===== src/rtl/input_ctrl.sv =====
// Board input front end: synchronizes keys and switches, debounces keys into one-clock
// press strobes, and holds a captured switch value until the consumer acknowledges it.
module input_ctrl #(
    parameter int DEBOUNCE_CYCLES = 500000,
    parameter int DATA_WIDTH      = 16,
    parameter int SW_WIDTH        = 4
) (
    input  logic                  clk,
    input  logic                  rst_n,
    input  logic [2:0]            btn,
    input  logic [8:0]            sw,
    input  logic                  in_ack,
    output logic [DATA_WIDTH-1:0] in_data,
    output logic                  in_valid,
    output logic                  overrun,
    output logic [2:0]            btn_pulse,
    output logic [7:0]            press_cnt,
    output logic                  state_dbg
);

    localparam int CNT_W = $clog2(DEBOUNCE_CYCLES + 1);
    localparam logic [CNT_W-1:0] CNT_LAST = CNT_W'(DEBOUNCE_CYCLES - 1);

    typedef enum logic {IDLE, FULL} state_e;

    state_e               state;
    logic [2:0]           btn_s1, btn_s2;
    logic [SW_WIDTH-1:0]  sw_s1, sw_s2;
    logic [1:0]           settle;
    logic [2:0]           stable;
    logic [2:0]           armed;
    logic [CNT_W-1:0]     db_cnt [3];
    logic                 unused_sw;

    assign unused_sw = ^sw[8:SW_WIDTH];
    assign state_dbg = (state == FULL);

    // settle[1] marks that btn_s2 now carries real post-reset samples rather than reset values
    always_ff @(posedge clk or negedge rst_n) begin
        if (!rst_n) begin
            btn_s1 <= '1;
            btn_s2 <= '1;
            sw_s1  <= '0;
            sw_s2  <= '0;
            settle <= '0;
        end else begin
            btn_s1 <= btn;
            btn_s2 <= btn_s1;
            sw_s1  <= sw[SW_WIDTH-1:0];
            sw_s2  <= sw_s1;
            settle <= {settle[0], 1'b1};
        end
    end

    // A key is armed only once seen released after reset, so a key held through reset never strobes.
    always_ff @(posedge clk or negedge rst_n) begin
        if (!rst_n) begin
            stable    <= '1;
            armed     <= '0;
            btn_pulse <= '0;
            for (int i = 0; i < 3; i++) db_cnt[i] <= '0;
        end else begin
            for (int i = 0; i < 3; i++) begin
                armed[i]     <= armed[i] | (settle[1] & btn_s2[i]);
                btn_pulse[i] <= armed[i] & stable[i] & ~btn_s2[i] & (db_cnt[i] == CNT_LAST);
                if (btn_s2[i] == stable[i]) begin
                    db_cnt[i] <= '0;
                end else if (db_cnt[i] == CNT_LAST) begin
                    stable[i] <= btn_s2[i];
                    db_cnt[i] <= '0;
                end else begin
                    db_cnt[i] <= db_cnt[i] + 1'b1;
                end
            end
        end
    end

    // Handshake: in_valid stays high from capture until the cycle after in_ack is seen;
    // in_ack while in_valid is low has no effect. Clear outranks load and in_ack.
    always_ff @(posedge clk or negedge rst_n) begin
        if (!rst_n) begin
            state     <= IDLE;
            in_valid  <= 1'b0;
            in_data   <= '0;
            overrun   <= 1'b0;
            press_cnt <= '0;
        end else begin
            if (btn_pulse[2]) press_cnt <= press_cnt + 8'd1;
            if (btn_pulse[1]) begin
                state    <= IDLE;
                in_valid <= 1'b0;
                in_data  <= '0;
                overrun  <= 1'b0;
            end else begin
                case (state)
                    IDLE: begin
                        if (btn_pulse[0]) begin
                            state    <= FULL;
                            in_valid <= 1'b1;
                            in_data  <= DATA_WIDTH'(sw_s2);
                        end
                    end
                    FULL: begin
                        if (btn_pulse[0] && in_ack) begin
                            in_data <= DATA_WIDTH'(sw_s2);
                        end else if (btn_pulse[0]) begin
                            overrun <= 1'b1;
                        end else if (in_ack) begin
                            state    <= IDLE;
                            in_valid <= 1'b0;
                        end
                    end
                    default: begin
                        state    <= IDLE;
                        in_valid <= 1'b0;
                    end
                endcase
            end
        end
    end

endmodule


===== config.mk =====
export PLATFORM = sky130hd
export DESIGN_NAME = input_ctrl
export DESIGN_NICKNAME = d
export VERILOG_FILES = /design/src/rtl/input_ctrl.sv
export SDC_FILE = /design/constraint.sdc
export NUM_CORES = 1
export LEC_CHECK = 0
export ABC_CLOCK_PERIOD_IN_PS = 4100
export CORE_ASPECT_RATIO = 1.1
export CORE_MARGIN = 8
export CORE_UTILIZATION = 55
export DETAILED_ROUTE_END_ITERATION = 10
export PLACE_DENSITY = 0.79
export SYNTH_ARGS = -nofsm -noshare
export SYNTH_HDL_FRONTEND = slang
export SYNTH_SLANG_ARGS = --single-unit

===== constraint.sdc =====
create_clock -name clk -period 4.1 [get_ports clk]
set_input_delay 0.41 -clock clk [delete_from_list [all_inputs] [get_ports clk]]
set_output_delay 0.41 -clock clk [all_outputs]
set_load 0.02 [all_outputs]

==> results of run 1 <==
[stage by stage]
stage | utilization | hold slack, ns | instance area (um2) | setup WS [ns] | total power [uW]
floorplan | - | 0.1144 | 4387 | 2.364 | 1045
global placement | 0.6000 | 0.3327 | 4671 | 2.121 | 1070
detailed placement | 0.6000 | 0.3371 | 4671 | 2.058 | 1073
CTS | 0.6266 | 0.2016 | 4878 | 2.020 | 1714
global route | 0.6266 | 0.2530 | 4878 | 1.883 | 1762
finish | 0.6266 | 0.1546 | 4878 | 2.034 | 1694
[worst max-delay path by stage]
stage	endpoint	slack, ns	cells after the start
final	db_cnt[12]	2.03	5
after global routing	db_cnt[43]	1.88	5
after CTS	db_cnt[12]	2.02	5
after detailed placement	db_cnt[46]	2.06	5
after global placement	db_cnt[9]	2.12	5
after floorplan	stable[2]	2.36	5
[state kept, by name (all words and copies together) (netlist names)]
name / count
btn_pulse: 3
settle: 2
db_cnt: 57
sw_s2: 4
btn_s1: 3
in_valid: 1
state_dbg: 1
overrun: 1
stable: 3
sw_s1: 4
in_data: 4
press_cnt: 8
armed: 3
btn_s2: 3
[cells by family (layout without fill, tap and decap cells)]
| logic type | after synthesis | in the layout |
|---|---|---|
| AND/OR/NAND/NOR | 175 | 175 |
| multiplexers | 8 | 8 |
| buffers and inverters | 27 | 52 |
| XOR/XNOR | 46 | 46 |
| flip-flops | 97 | 97 |
| AO/OA/AOI/OAI | 38 | 38 |
| adder cells (fa/ha/maj) | 4 | 4 |
| other | 2 | 13 |
[synth_stat cells (2+ instances only)]
master	n
mux2_2	3
or2_1	2
nand4_2	4
xor2_1	27
nand2_1	24
a21oi_1	17
nor4bb_1	2
buf_4	13
dfstp_2	9
or4_1	7
nand4_1	16
inv_1	8
xnor2_1	19
dfrtp_1	88
or3_1	8
ha_1	4
o21ai_2	2
nor4_1	8
o21ai_0	8
conb_1	2
a21o_1	4
mux2i_1	4
nand3_1	20
or2_2	2
and3_1	4
o31ai_1	5
and2_1	4
nor3_1	8
and4_1	6
buf_2	4
nor2_1	52
[metal layers]
metal	GRT usage	wire length (um)	share of wire	vias up
li1	-	-	-	1428
met1	0.1909	3562	0.47	1420
met2	0.2410	3659	0.48	39
met3	0.02490	257	0.034	11
met4	0.07568	131	0.017	0
met5	0	0	0	-
[final cells by class]
class / instances / area share
inverters: 8 / 0.006155
flip-flops and latches: 97 / 0.4999
clock inverters: 7 / 0.01718
multi-input cells: 284 / 0.3673
repair buffers: 28 / 0.05642
clock buffers: 9 / 0.02539
well taps: 108 / 0.02770
[report_power, final]
group	internal [uW]	switching, uW
clock	293	348
combinational	18.7	46.9
sequential	975	12.6
total	1290	408
[critical path, stage by stage (launching register included)]
cell,delay [ns]
dfrtp_1,0.40
ha_1,0.22
and4_1,0.40
nand3_1,0.17
o31ai_4,0.60
nor2_1,0.13
==> impl_metrics.ini, run 1 <==
[global_route]
antenna_found_initial = 0
grt.total_usage = 0.1494
grt_max_degree = 74
grt-ovfl-total = 0
grt_pass1_vias = 2867
grt_pass1_wl_um = 13220

[clocking]
insertion_delay_ns = 0.36
numCtsBuffers = 9
clk_pin_slew_ns = 0.10
clockBufferDepth = 2
cts_num_sinks = 97
hold_buffers = 0
post_cts_buffers = 0
cts_root_buffer = clkbuf_8
cts_resized = 0
cts_tree = built
cts_max_level = 3

[routing]
ant_nets = 0
drt-total-wl_um = 7610
wl_per_cell_um = 14.07
firstDrtPassIters = 4
vias = 2898
viasPerCell = 5.357
drt_iter0_markers = 111
drc = 0

[synth]
synth_ff_type = dfrtp_1
synthCells = 397
synth.top_cell.area_share = 0.5068
yosysWarnings = 0
synthSimpleGateAreaFrac = 0.2220
synth_xor_area_frac = 0.09272
netlist.top_cell.by_area = dfrtp_1
synth_compound_area_frac = 0.05442
synth_top_family_by_area = simple AND/OR/NAND/NOR gates
synthMuxAreaShare = 0.02044
synth-seq-cells = 97
ys_types = 44
ys_seq_area_frac = 0.5612
syn_avg_cell_area_um2 = 10.95
async_flop_share = 1.000
synthTopCellsByArea = dfrtp_1, dfstp_2, xor2_1
syn_area_um2 = 4345
synthAdderAreaFrac = 0.01152
synth_edf_count = 0

[setup_path]
startpoint = db_cnt[0]
cp_data_required_time_ns = 4.31
r2r-end = db_cnt[12]
critPathMaxFanout = 17
r2r_start = db_cnt[0]
critical_path_class = reg2reg
reg2reg_depth = 5
worstPathArrival_ns = 2.28
endpoint_kind = register
critPathLaunchType = register
rrSetupSlack_ns = 2.03

[power]
p_per_area_nw_per_um2 = 347.2
p_leak_uw = 0.002071
peakVddDrop_uv = 255.8

[hold_path]
hold_class = in2async

[timing]
rsz0062_at_grt = false
fmax_mhz = 484.1
tightestPinTransition_ns = 0.9012
slew_headroom = 0.3992
finClkSkew_ns = 0.01405
slew_viol_final = 0
setup_tns_ns = 0
finalHoldViolCount = 0
finalCriticalPeriod_ns = 2.066
post-route-period-util = 0.5038
setup_viol = 0

[status]
status = completed

[floorplanning]
fp.dieW_um = 100.8
ios = 45
die_area_um2 = 11000
rows = 34
die_y_um = 109.2
core_um2 = 7785
initial_core_util = 0.5582

[cells_and_area]
fin_nets = 447
stdcell_count = 541
regArea_um2 = 2439
diodes = 0
syn_to_final_growth_pct = 12.27
multiInputGateArea_um2 = 1792
final_cell_mix = dfrtp_1, nor2_1, xor2_1
nFillCells = 648
drive_gt1_frac = 0.1062
final_common_cell = dfrtp_1

[flow_run]
max_cap_violations = 0

[place]
gp_congestion = 0.7919
dp_cells = 525
dp_hpwl_um = 5159
port-buffer-count = 27
Note: power is estimated with default switching activity, not from simulation.
==> inputs of run 2 (changes only) <==
==> config.mk (replaced) <==
export PLATFORM = sky130hd
export DESIGN_NAME = input_ctrl
export DESIGN_NICKNAME = d
export VERILOG_FILES = /design/src/rtl/input_ctrl.sv
export SDC_FILE = /design/constraint.sdc
export NUM_CORES = 1
export LEC_CHECK = 0
export ABC_CLOCK_PERIOD_IN_PS = 1900
export CORE_ASPECT_RATIO = 1.1
export CORE_MARGIN = 8
export CORE_UTILIZATION = 51
export DETAILED_ROUTE_END_ITERATION = 10
export PLACE_DENSITY = 0.77
export SYNTH_ARGS = -nofsm -noshare
export SYNTH_HDL_FRONTEND = slang
export SYNTH_SLANG_ARGS = --single-unit
==> constraint.sdc (replaced) <==
create_clock -name clk -period 1.9 [get_ports clk]
set_input_delay 0.19 -clock clk [delete_from_list [all_inputs] [get_ports clk]]
set_output_delay 0.19 -clock clk [all_outputs]
set_load 0.02 [all_outputs]
==> impl_metrics.ini, run 2 (same netlist as run 1, synthesis figures left out) <==
[status]
status = completed

[timing]
finClkSkew_ns = 0.01173
rsz0062_at_grt = false
fmax_mhz = 561.8
finalCriticalPeriod_ns = 1.780
setup_tns_ns = 0
setup_viol = 0
finalHoldViolCount = 0
post-route-period-util = 0.9368
slew_viol_final = 0

[setup_path]
critPathLaunchType = register
r2r-end = stable[2]
endpoint_kind = register
worstPathArrival_ns = 2.07
cp-endpoint = stable[2]
r2r_start = db_cnt[0]
reg2reg_depth = 4
rrSetupSlack_ns = 0.12
startpoint = db_cnt[0]
critical_path_class = reg2reg
critPathMaxFanout = 5
cp_data_required_time_ns = 2.19

[global_route]
grt.total_usage = 0.1390
grt_max_degree = 53
grt-ovfl-total = 0
grt_pass1_wl_um = 13590
grt_pass1_vias = 3041
antenna_found_initial = 0

[clocking]
insertion_delay_ns = 0.36
cts_num_sinks = 97
clockBufferDepth = 2
numCtsBuffers = 9
cts_root_buffer = clkbuf_8
cts_tree = built
cts_max_level = 3
clk_pin_slew_ns = 0.09
post_cts_buffers = 0

[routing]
ant_nets = 0
drc = 0
wl_per_cell_um = 13.59
drt_iter0_markers = 88
viasPerCell = 5.310
vias = 2963
firstDrtPassIters = 4
drt-total-wl_um = 7584

[power]
peakVddDrop_uv = 407.2
p_leak_uw = 0.002150
p_per_area_nw_per_um2 = 726.1

[floorplanning]
die_y_um = 112.8
ios = 45
core_um2 = 8320
die_area_um2 = 11730
rows = 35
initial_core_util = 0.5223
fp.dieW_um = 104.0

[place]
dp_hpwl_um = 5409
place_area_um2 = 4797
port-buffer-count = 27
gp_congestion = 0.8524

[flow_run]
max_cap_violations = 0

[cells_and_area]
largest_reg_flops = 57
nFillCells = 672
diodes = 0
final_common_cell = dfrtp_1
fin_nets = 461
final_cell_mix = dfrtp_1, nor2_1, xor2_1
final_area_um2 = 5027
regMostFlops = db_cnt
syn_to_final_growth_pct = 15.69
drive_gt1_frac = 0.1365
reg.largest.list = db_cnt x57, press_cnt x8

[hold_path]
hold_class = in2reg
==> run 2: critical path: stages, from the launching register on <==
cell     delay, ns
dfrtp_1       0.40
ha_1          0.22
and4_1        0.29
or4b_4        0.50
mux2_4        0.31
==> run 2: final cells by class <==
class | count | area (um2) | share of cell area
clock buffer | 9 | 123.9 | 0.02464
timing repair buffer | 42 | 407.9 | 0.08113
inverter | 8 | 30.03 | 0.005973
clock inverter | 7 | 82.58 | 0.01643
tap | 111 | 138.9 | 0.02763
multi-input combinational | 284 | 1804 | 0.3589
sequential | 97 | 2440 | 0.4853
==> run 2: worst min-delay path by stage <==
stage | startpoint | to | cells past startpoint
6_report | btn[1] | btn_s1[1] | 1
3_5_place_dp | rst_n | db_cnt[54] | 1
5_1_grt | btn[1] | btn_s1[1] | 1
4_1_cts | btn[1] | btn_s1[1] | 1
3_3_place_gp | rst_n | db_cnt[53] | 1
2_1_floorplan | rst_n | armed[0] | 0
==> run 2: timing repair <==
item,4_1_cts,5_1_grt
endpoints found under the hold margin,23,0
hold buffers,1,0
setup endpoints to repair,0,2
resized for setup,0,3
==> run 2: per-layer routing <==
metal  part of all wire  up-vias  global-route usage
met2               0.50       31              0.2393
met5                  0        -                   0
met1               0.44     1466              0.1596
met3              0.039       11             0.04207
met4              0.014        0             0.05217
li1                   -     1455                   -
==> run 2: through the flow <==
stage | power, uW | utilization | hold WS (ns) | cells | worst slack, ns
final | 3650 | 0.6042 | 0.2346 | 558 | 0.1200
after global routing | 3830 | 0.6042 | 0.2165 | 558 | 0.001036
after CTS | 3693 | 0.6026 | 0.2187 | 558 | 0.05476
after detailed placement | 2330 | 0.5765 | 0.1313 | 541 | 0.07703
after global placement | 2324 | 0.5765 | 0.1216 | 541 | 0.1319
after floorplan | 2254 | - | -0.1056 | 408 | 0.1636
==> run 2: power breakdown <==
group | switching [uW] | leakage (uW) | internal (uW)
registers | 28.5 | 0.00127 | 2100
logic | 104 | 0.000772 | 55.7
clock network | 727 | 0.000105 | 632
